**config.mk**
```make
export PLATFORM = sky130hd
export DESIGN_NAME = result_byte_streamer_flat
export DESIGN_NICKNAME = d
export VERILOG_FILES = /design/src/rtl/result_byte_streamer_if.sv /design/src/rtl/result_byte_streamer.sv /design/src/flat_wrapper.sv
export SDC_FILE = /design/constraint.sdc
export NUM_CORES = 1
export LEC_CHECK = 0
export BUFFER_PORTS_ARGS = -buffer_cell sky130_fd_sc_hd__buf_2
export CAP_MARGIN = 10
export CORE_MARGIN = 3
export CORE_UTILIZATION = 53
export CTS_CLUSTER_DIAMETER = 50
export DETAILED_ROUTE_END_ITERATION = 10
export HOLD_SLACK_MARGIN = 0.12
export PLACE_DENSITY = 0.75
export SETUP_SLACK_MARGIN = 0.4
export SYNTH_ARGS = -nofsm -noshare
export SYNTH_HDL_FRONTEND = slang
export SYNTH_SLANG_ARGS = --single-unit
```
**constraint.sdc**
```tcl
create_clock -name clk -period 2.4 [get_ports clk]
set_input_delay 0.24 -clock clk [delete_from_list [all_inputs] [get_ports clk]]
set_output_delay 0.24 -clock clk [all_outputs]
set_load 0.01 [all_outputs]
```
**src/rtl/result_byte_streamer_if.sv**
```systemverilog
// Interface bundling the result capture side and the byte output side of result_byte_streamer.
// Latency: none (wires only).
// Backpressure: out_ready throttles the byte stream; result_ready reflects FIFO space.
//   slave  : the streamer itself (drives result_ready, out*, count, overflow)
//   master : the producer/consumer environment (drives result, result_valid, out_ready)
interface result_byte_streamer_if #(
  parameter int DEPTH = 4
);
  logic [31:0]            result;
  logic                   result_valid;
  logic                   result_ready;
  logic [7:0]             out;
  logic                   out_valid;
  logic                   out_ready;
  logic                   out_last;
  logic [$clog2(DEPTH):0] count;
  logic                   overflow;

  modport slave (
    input  result, result_valid, out_ready,
    output result_ready, out, out_valid, out_last, count, overflow
  );

  modport master (
    output result, result_valid, out_ready,
    input  result_ready, out, out_valid, out_last, count, overflow
  );
endinterface

```
**src/rtl/result_byte_streamer.sv**
```systemverilog
// Captures 32-bit result words into a word FIFO and streams each as 4 bytes with a last marker.
// Latency: push at edge N -> byte 0 valid after edge N+1; one byte/cycle, no bubble between words.
// Backpressure: out_ready low holds out/out_last; a full FIFO drops result_ready (strobe mode) or
//   sets sticky overflow (change mode).
// Ports: clk, rst (sync, active high); bus.result/result_valid/result_ready capture side;
//   bus.out/out_valid/out_ready/out_last byte side; bus.count words queued; bus.overflow sticky.
module result_byte_streamer #(
  parameter int DEPTH             = 4,
  parameter int LSB_FIRST         = 1,
  parameter int CAPTURE_ON_CHANGE = 0
) (
  input logic                  clk,
  input logic                  rst,
  result_byte_streamer_if.slave bus
);

  localparam int AW = $clog2(DEPTH);
  localparam int CW = AW + 1;

  typedef enum logic {IDLE, SEND} state_t;

  logic [31:0]   mem_q [DEPTH];
  logic [AW-1:0] wr_ptr_q, rd_ptr_q;
  logic [CW-1:0] count_q, count_d;
  logic [31:0]   prev_q;
  logic          overflow_q, overflow_d;

  state_t        state_q, state_d;
  logic [31:0]   word_q, word_d;
  logic [1:0]    idx_q, idx_d;
  logic [7:0]    out_q, out_d;
  logic          out_valid_q, out_valid_d;
  logic          out_last_q, out_last_d;

  logic          full;
  logic          push_req;
  logic          push;
  logic          pop;
  logic [31:0]   head;

  // Byte i of a word in transmit order.
  function automatic logic [7:0] byte_of(input logic [31:0] w, input logic [1:0] i);
    logic [1:0] k;
    k = (LSB_FIRST != 0) ? i : (2'd3 - i);
    return w[{k, 3'b000} +: 8];
  endfunction

  // Full is taken from the registered count, so a pop in the same cycle cannot free a slot.
  assign full     = (count_q == CW'(DEPTH));
  assign push_req = (CAPTURE_ON_CHANGE != 0) ? (bus.result != prev_q) : bus.result_valid;
  assign push     = push_req && !full;
  assign head     = mem_q[rd_ptr_q];

  always_comb begin
    state_d     = state_q;
    word_d      = word_q;
    idx_d       = idx_q;
    out_d       = out_q;
    out_valid_d = out_valid_q;
    out_last_d  = out_last_q;
    pop         = 1'b0;

    unique case (state_q)
      IDLE: begin
        if (count_q != '0) begin
          pop         = 1'b1;
          word_d      = head;
          idx_d       = 2'd0;
          out_d       = byte_of(head, 2'd0);
          out_valid_d = 1'b1;
          out_last_d  = 1'b0;
          state_d     = SEND;
        end
      end
      SEND: begin
        if (out_valid_q && bus.out_ready) begin
          if (idx_q != 2'd3) begin
            idx_d      = idx_q + 2'd1;
            out_d      = byte_of(word_q, idx_q + 2'd1);
            out_last_d = (idx_q == 2'd2);
          end else if (count_q != '0) begin
            // Chain straight into the next word so the stream has no bubble.
            pop         = 1'b1;
            word_d      = head;
            idx_d       = 2'd0;
            out_d       = byte_of(head, 2'd0);
            out_valid_d = 1'b1;
            out_last_d  = 1'b0;
          end else begin
            out_valid_d = 1'b0;
            out_last_d  = 1'b0;
            state_d     = IDLE;
          end
        end
      end
      default: state_d = IDLE;
    endcase
  end

  always_comb begin
    count_d = count_q;
    if (push && !pop)      count_d = count_q + CW'(1);
    else if (!push && pop) count_d = count_q - CW'(1);
  end

  assign overflow_d = overflow_q || ((CAPTURE_ON_CHANGE != 0) && push_req && full);

  always_ff @(posedge clk) begin
    if (push) mem_q[wr_ptr_q] <= bus.result;
  end

  always_ff @(posedge clk) begin
    if (rst) begin
      wr_ptr_q    <= '0;
      rd_ptr_q    <= '0;
      count_q     <= '0;
      prev_q      <= '0;
      overflow_q  <= 1'b0;
      state_q     <= IDLE;
      word_q      <= '0;
      idx_q       <= 2'd0;
      out_q       <= '0;
      out_valid_q <= 1'b0;
      out_last_q  <= 1'b0;
    end else begin
      if (push) wr_ptr_q <= wr_ptr_q + AW'(1);
      if (pop)  rd_ptr_q <= rd_ptr_q + AW'(1);
      count_q     <= count_d;
      prev_q      <= bus.result;
      overflow_q  <= overflow_d;
      state_q     <= state_d;
      word_q      <= word_d;
      idx_q       <= idx_d;
      out_q       <= out_d;
      out_valid_q <= out_valid_d;
      out_last_q  <= out_last_d;
    end
  end

  assign bus.result_ready = !full;
  assign bus.out          = out_q;
  assign bus.out_valid    = out_valid_q;
  assign bus.out_last     = out_last_q;
  assign bus.count        = count_q;
  assign bus.overflow     = overflow_q;

endmodule

```
**src/flat_wrapper.sv**
```systemverilog
// flat-port wrapper written by rule: the top's interface ports become plain ports
module result_byte_streamer_flat 
#(
  parameter int DEPTH             = 4,
  parameter int LSB_FIRST         = 1,
  parameter int CAPTURE_ON_CHANGE = 0
)
  (clk, rst, bus_result, bus_result_valid, bus_out_ready, bus_result_ready, bus_out, bus_out_valid, bus_out_last, bus_count, bus_overflow);
  result_byte_streamer_if #(.DEPTH(DEPTH)) bus_i ();
  input logic clk;
  input logic rst;
  input wire logic [$bits(bus_i.result)-1:0] bus_result;
  input wire logic [$bits(bus_i.result_valid)-1:0] bus_result_valid;
  input wire logic [$bits(bus_i.out_ready)-1:0] bus_out_ready;
  output wire logic [$bits(bus_i.result_ready)-1:0] bus_result_ready;
  output wire logic [$bits(bus_i.out)-1:0] bus_out;
  output wire logic [$bits(bus_i.out_valid)-1:0] bus_out_valid;
  output wire logic [$bits(bus_i.out_last)-1:0] bus_out_last;
  output wire logic [$bits(bus_i.count)-1:0] bus_count;
  output wire logic [$bits(bus_i.overflow)-1:0] bus_overflow;
  assign bus_i.result = bus_result;
  assign bus_i.result_valid = bus_result_valid;
  assign bus_i.out_ready = bus_out_ready;
  assign bus_result_ready = bus_i.result_ready;
  assign bus_out = bus_i.out;
  assign bus_out_valid = bus_i.out_valid;
  assign bus_out_last = bus_i.out_last;
  assign bus_count = bus_i.count;
  assign bus_overflow = bus_i.overflow;
  result_byte_streamer #(.DEPTH(DEPTH), .LSB_FIRST(LSB_FIRST), .CAPTURE_ON_CHANGE(CAPTURE_ON_CHANGE)) u_core (.clk(clk), .rst(rst), .bus(bus_i));
endmodule
```
==> impl_metrics.env, run 1 <==
export IMPL_outcome="completed"
export IMPL_root_buffer="clkbuf_16"
export IMPL_ios=51
export IMPL_worst_pin_slew_ns=0.552
export IMPL_syn_inst=449
export IMPL_core_um2=12900
export IMPL_ys_ff_latch=182
export IMPL_min_period_ns=2.01
export IMPL_numPortBuffers=49
export IMPL_busiest_layer="met2"
export IMPL_path_clk_slew_ns=0.06
export IMPL_drc=0
export IMPL_cpPeakStageDelay_ns=0.37
export IMPL_initial_core_util_pct=55.7
export IMPL_synth_area_per_cell_um2=16.0
export IMPL_cp_start_kind="flop"
export IMPL_first_pass_iters=5
export IMPL_netlist_area_um2=7200
export IMPL_yosysWarnings=0
export IMPL_drt_iter0_drc=303
export IMPL_dp_hpwl_um=8180
export IMPL_vias=4134
export IMPL_cpLargestDelayFamily="adder cells"
export IMPL_cts_tree="built"
export IMPL_achievable_frequency_mhz=497
export IMPL_leakagePower_nw=3.11
export IMPL_numCtsBuffers=17
export IMPL_worstPathBufferInverterCount=2
export IMPL_hold_class="in -> reg"
export IMPL_wl_per_cell_um=18.7
export IMPL_fp_dieW_um=123
export IMPL_worstSetupPathType="reg -> reg"
export IMPL_ir_worst_vdd_mv=0.598
export IMPL_area_delta_synth_final_pct=20.1
export IMPL_die_height_um=123
export IMPL_final_nets=587
export IMPL_drv_cap=0
export IMPL_rsz0062_at_grt="true"
export IMPL_ant_nets=0
export IMPL_slew_headroom_pct=63.2
export IMPL_slew_violations=0
export IMPL_rows=41
export IMPL_powerDensity_nw_per_um2=1070
export IMPL_crit_chain="ha_4 > nand3_4 > a21oi_4 > inv_2 > ha_4 > inv_2 > fa_2 > xor2_2 > or3_4 > a21oi_2"
export IMPL_die_area_um2=15000
export IMPL_grtUsageTotal_pct=19.6
export IMPL_setup_viol=0
export IMPL_crit_required_ns=2.76
export IMPL_dp_cells=658
export IMPL_routed_wirelength_um=13600
export IMPL_drive_gt1_share_pct=23.9
export IMPL_cp_end_kind="flop"
export IMPL_synth_distinct_cells=43
export IMPL_preCtsSetupSlack_ns=0.217
export IMPL_place_congestion=0.833
export IMPL_fin_cells=728
export IMPL_layout_setup_ws_ns=0.389
export IMPL_design_power_total_w=0.00924
export IMPL_critPathArrivalTime_ns=2.37
export IMPL_diodes=0
export IMPL_grt_overflow_total=0
export IMPL_cts_path_max_buffers=2
export IMPL_clock_latency_ns=0.43
export IMPL_cts_sinks=182
export IMPL_antenna_found_initial=0
export IMPL_via_per_inst=5.68
export IMPL_syn_nets=493
export IMPL_grt_first_pass_wirelength_um=21900
export IMPL_grt_max_degree=44
export IMPL_hold_violations=0
export IMPL_yosysTopAreaCellShare_pct=53.4
export IMPL_grt_util_met1_pct=24.9
export IMPL_post_route_period_util_pct=83.8
export IMPL_htree_levels=4
export IMPL_grt_pass1_vias=4208
export IMPL_ys_top_cells_by_area="edfxtp_1 (53%), dfxtp_1 (15%), mux4_1 (10%)"
export IMPL_worstPathMaxFanout=4
export IMPL_slowest_stage="or3_4"
export IMPL_yosys_area_top_type="edfxtp_1"
export IMPL_met2_usage_pct=32.7
export IMPL_use_met3_pct=5.39
export IMPL_ys_seq_area_share_pct=68.4
export IMPL_finalClockSkew_ns=0.00766
export IMPL_setup_tns_ns=0
[cell families after synthesis]
family | count (synthesis) | synth area share [%]
adders and majority gates | 8 | 1.49
muxes | 43 | 14.5
xor gates and xnor gates | 4 | 0.487
other | 1 | 0.0521
AOI/OAI and AO/OA | 63 | 5.53
and+or+nand+nor | 115 | 6.64
DFF | 182 | 68.4
buffers and inverters | 33 | 2.94
[cell usage in the layout (no fill, tap or decap), drive strengths merged, types with 2 or more instances in the layout]
cell and n:
and2 4, a21o 7, o21ai 2, a21oi 39, inv 8, xor2 2
edfxtp 128, a31oi 2, nand3 3, dlygate4sd3 33, nand2 84, nor2 16
ha 7, mux4 40, xnor2 2, clkinvlp 2, or3 3, a22o 3
clkinv 3, mux2i 2, buf 68, nor3 2, clkbuf 26, dfxtp 54
a311oi 6
[flip-flops by register name, summed over array words and instances (netlist names), named ones only]
register	cells
u_core.mem_q	128
u_core.word_q	32
u_core.bus.out	8
u_core.bus.count	3
u_core.idx_q	2
u_core.rd_ptr_q	2
u_core.wr_ptr_q	2
u_core.bus.out_last	1
u_core.bus.out_valid	1
u_core.state_q	1
[Yosys cell counts (all sizes together)]
cell,n
conb,1
fa,1
xor2,2
nand3b,1
a21o,7
and2,4
a21boi,1
a22o,3
mux2i,2
and3b,1
mux2,1
o21a,1
mux4,40
a31oi,2
nand2,84
nand3,3
a32oi,1
a21oi,39
buf,16
or3,3
edfxtp,128
nand2b,1
nor3,2
ha,7
a311oi,6
dfxtp,54
clkbuf,10
inv,7
a41oi,1
xnor2,2
o21ai,2
nor2,16
[worst register-to-register path, cell delays in order, from the launching register on]
cell	delay, ns
dfxtp_4	0.36
ha_4	0.17
nand3_4	0.09
a21oi_4	0.06
inv_2	0.08
ha_4	0.13
inv_2	0.03
fa_2	0.34
xor2_2	0.16
or3_4	0.37
a21oi_2	0.13
[worst paths after layout]
path / start / end / slack [ns] / cells after the start
setup reg to reg: u_core.idx_q[1]$_SDFFE_PP0P_ / u_core.bus.count[2]$_SDFFE_PP0P_ / 0.39 / 10
setup / recovery: u_core.idx_q[1]$_SDFFE_PP0P_ / u_core.bus.count[2]$_SDFFE_PP0P_ / 0.39 / 10
hold / removal: bus_out_ready / u_core.state_q$_SDFF_PP0_ / 0.22 / 4
hold reg to reg: u_core.word_q[18]$_SDFFE_PP0P_ / u_core.word_q[18]$_SDFFE_PP0P_ / 0.46 / 2
[per-layer routing]
metal | routed length [um] | part of all wire, % | vias up
met1 | 5510 | 40 | 2060
met2 | 6980 | 51 | 154
li1 | - | - | 1898
met4 | 287 | 2.1 | 0
met3 | 836 | 6.1 | 22
met5 | 0 | 0 | -
[metrics by stage]
step / hold WS (ns) / utilization [%] / cell area, um2
6_report: 0.223 / 66.9 / 8650
5_1_grt: 0.224 / 66.9 / 8650
4_1_cts: 0.209 / 66.9 / 8650
3_5_place_dp: 0.447 / 59.3 / 7660
3_3_place_gp: 0.440 / 59.3 / 7660
2_1_floorplan: 0.339 / - / 7240
[cell type report]
type	count	area, um2
clock inverters	6	36.3
multi-input cells	234	2130
fillers	882	4280
clock buffers	26	537
repair buffers	101	768
well taps	172	215
flip-flops and latches	182	4940
inverters	7	26.3
[repair_timing]
item / CTS / global route
gates resized for setup: 8 / 1
gates cloned: 0 / 0
buffers inserted: 5 / 0
setup endpoints to repair: 2 / 4
endpoints found under the hold margin: 132 / 0
hold buffers: 33 / 0
pin swaps: 6 / 1
[power breakdown]
| part | switching, W | leakage (nW) | total, W | internal (W) |
|---|---|---|---|---|
| registers | 0.000278 | 1.62 | 0.00418 | 0.00390 |
| logic | 0.00132 | 1.21 | 0.00242 | 0.00110 |
| clock network | 0.00109 | 0.285 | 0.00264 | 0.00155 |
| total | 0.00270 | 3.11 | 0.00924 | 0.00654 |
(Power assumes the default switching activity.)
==> run 2, diff against run 1 <==
==> constraint.sdc (replaced) <==
create_clock -name clk -period 1.7 [get_ports clk]
set_input_delay 0.17 -clock clk [delete_from_list [all_inputs] [get_ports clk]]
set_output_delay 0.17 -clock clk [all_outputs]
set_load 0.01 [all_outputs]
==> impl_metrics.env, run 2 (synthesis results as in run 1) <==
export IMPL_worstSetupPathType="reg -> reg"
export IMPL_power_frac_clock_pct=25.5
export IMPL_design_power_total_w=0.0154
export IMPL_cts_tree="built"
export IMPL_cp_end_kind="flop"
export IMPL_cp_start_kind="flop"
export IMPL_ios=51
export IMPL_outcome="finished with violations"
export IMPL_post_route_period_util_pct=112
export IMPL_layout_common_cells="edfxtp_1 (128), nand2_1 (62), buf_2 (49), dfxtp_1 (48), mux4_2 (35)"
export IMPL_crit_chain="ha_4 > nand3_4 > a21oi_4 > inv_2 > ha_4 > inv_2 > fa_2 > xor2_1 > or3_1 > a21oi_2"
export IMPL_p_int_w=0.0104
export IMPL_powerDensity_nw_per_um2=1590
export IMPL_hold_class="in -> reg"
export IMPL_wl_per_cell_um=24.8
export IMPL_p_comb_share_pct=35.6
export IMPL_grt_max_degree=35
export IMPL_path_clk_slew_ns=0.07
export IMPL_slew_violations=0
export IMPL_cts_sinks=182
export IMPL_place_congestion=0.884
export IMPL_area_delta_synth_final_pct=34.4
export IMPL_via_per_inst=6.03
export IMPL_achievable_frequency_mhz=527
export IMPL_p_switching_w=0.00497
export IMPL_grt_first_pass_wirelength_um=26800
export IMPL_final_nets=645
export IMPL_worstPathMaxFanout=2
export IMPL_grt_overflow_total=0
export IMPL_top_register="u_core.mem_q"
export IMPL_ir_worst_vdd_mv=0.953
export IMPL_htree_levels=4
export IMPL_root_buffer="clkbuf_16"
export IMPL_routed_wirelength_um=19500
export IMPL_hold_violations=0
export IMPL_numCtsBuffers=17
export IMPL_setup_viol=84
export IMPL_crit_required_ns=2.07
export IMPL_critPathArrivalTime_ns=2.27
export IMPL_die_height_um=123
export IMPL_violations="setup timing"
export IMPL_numPortBuffers=49
export IMPL_largest_reg_flops=128
export IMPL_rows=41
export IMPL_rrSetupSlack_ns=-0.20
export IMPL_vias=4741
export IMPL_cts_path_max_buffers=2
export IMPL_ant_nets=0
export IMPL_clock_latency_ns=0.44
export IMPL_layout_setup_ws_ns=-0.198
export IMPL_fill_cells=713
export IMPL_switching_share_pct=32.2
export IMPL_dp_hpwl_um=8870
export IMPL_final_common_cell="edfxtp_1"
export IMPL_seqPwrFrac_pct=39.0
export IMPL_rsz0062_at_grt="true"
export IMPL_final_util_pct=74.9
export IMPL_first_pass_iters=5
export IMPL_core_um2=12900
export IMPL_drive_gt1_share_pct=43.8
export IMPL_drv_cap=0
export IMPL_fp_dieW_um=123
export IMPL_initial_core_util_pct=55.7
export IMPL_finalClockSkew_ns=0.0123
export IMPL_leakagePower_nw=3.49
export IMPL_min_period_ns=1.90
export IMPL_slowest_stage="dfxtp_4"
export IMPL_antenna_found_initial=0
export IMPL_drt_iter0_drc=462
export IMPL_drc=0
export IMPL_grtUsageTotal_pct=25.0
export IMPL_grt_pass1_vias=4688
export IMPL_diodes=0
export IMPL_die_area_um2=15000
export IMPL_cpPeakStageDelay_ns=0.36
## run 2: cell types whose count changed in the layout (fill, tap and decap cells not counted), sizes merged
cell      before  now
bufinv         0    2
clkbuf        26   21
nand2b         1    2
buf           68  122
clkinvlp       2    7
inv            8    9
## run 2: worst paths after layout
| kind | start | endpoint | cells after the start |
|---|---|---|---|
| hold reg to reg | u_core.bus.out[0]$_SDFFE_PP0P_ | u_core.bus.out[0]$_SDFFE_PP0P_ | 1 |
| setup / recovery | u_core.idx_q[0]$_SDFFE_PP0P_ | u_core.bus.count[2]$_SDFFE_PP0P_ | 10 |
| hold / removal | bus_out_ready | u_core.bus.out_valid$_SDFFE_PP0P_ | 3 |
| setup reg to reg | u_core.idx_q[0]$_SDFFE_PP0P_ | u_core.bus.count[2]$_SDFFE_PP0P_ | 10 |
## run 2: metrics by stage
step | cells | TNS [ns] | hold slack (ns) | instance area (um2) | setup WS [ns]
floorplan | 449 | -7.45 | 0.269 | 7250 | -0.380
global placement | 674 | -0.251 | 0.380 | 7780 | -0.124
detailed placement | 674 | -0.613 | 0.388 | 7780 | -0.186
CTS | 774 | -1.40 | 0.135 | 9400 | -0.194
global route | 786 | -9.24 | 0.193 | 9680 | -0.271
finish | 786 | -5.05 | 0.168 | 9680 | -0.198
## run 2: worst max-delay path, delay by kind of cell (launching register included)
| kind | cells | cell delay [ns] |
|---|---|---|
| adder cells (fa/ha/maj) | 3 | 0.63 |
| AND/OR/NAND/NOR | 2 | 0.41 |
| flip-flops | 1 | 0.36 |
| AO/OA/AOI/OAI | 2 | 0.17 |
| XOR/XNOR | 1 | 0.15 |
| buffers and inverters | 2 | 0.12 |
## run 2: area by class of cell
cell class / count / area [um2] / share of cell area [%]
Clock buffer: 18 / 439 / 4.54
Clock inverter: 14 / 153 / 1.58
Inverter: 7 / 28.8 / 0.297
Multi-Input combinational cell: 235 / 2220 / 23.0
Sequential cell: 182 / 4940 / 51.1
Tap cell: 172 / 215 / 2.22
Timing Repair Buffer: 158 / 1680 / 17.3
## run 2: timing repair
action / in CTS / in global routing
cloned: 12 / 4
endpoints found under the hold margin: 136 / 0
setup buffers: 23 / 8
setup endpoints to repair: 180 / 183
resized for setup: 55 / 51
hold buffers: 33 / 0
pin swaps: 18 / 21
## run 2: layer usage
| metal | GRT usage [%] | up-vias | share of wire [%] |
|---|---|---|---|
| li1 | - | 2008 | - |
| met1 | 31.3 | 2351 | 36 |
| met2 | 40.7 | 300 | 50 |
| met3 | 6.64 | 82 | 8.8 |
| met4 | 12.3 | 0 | 5.5 |
| met5 | 0 | - | 0 |
## run 2: power groups by stage
stage	clock network, W	logic [W]	registers (W)
CTS	0.00392	0.00485	0.00591
finish	0.00393	0.00548	0.00600
global route	0.00411	0.00576	0.00603
global placement	0	0.00337	0.00598
floorplan	0	0.00264	0.00592
detailed placement	0	0.00349	0.00604
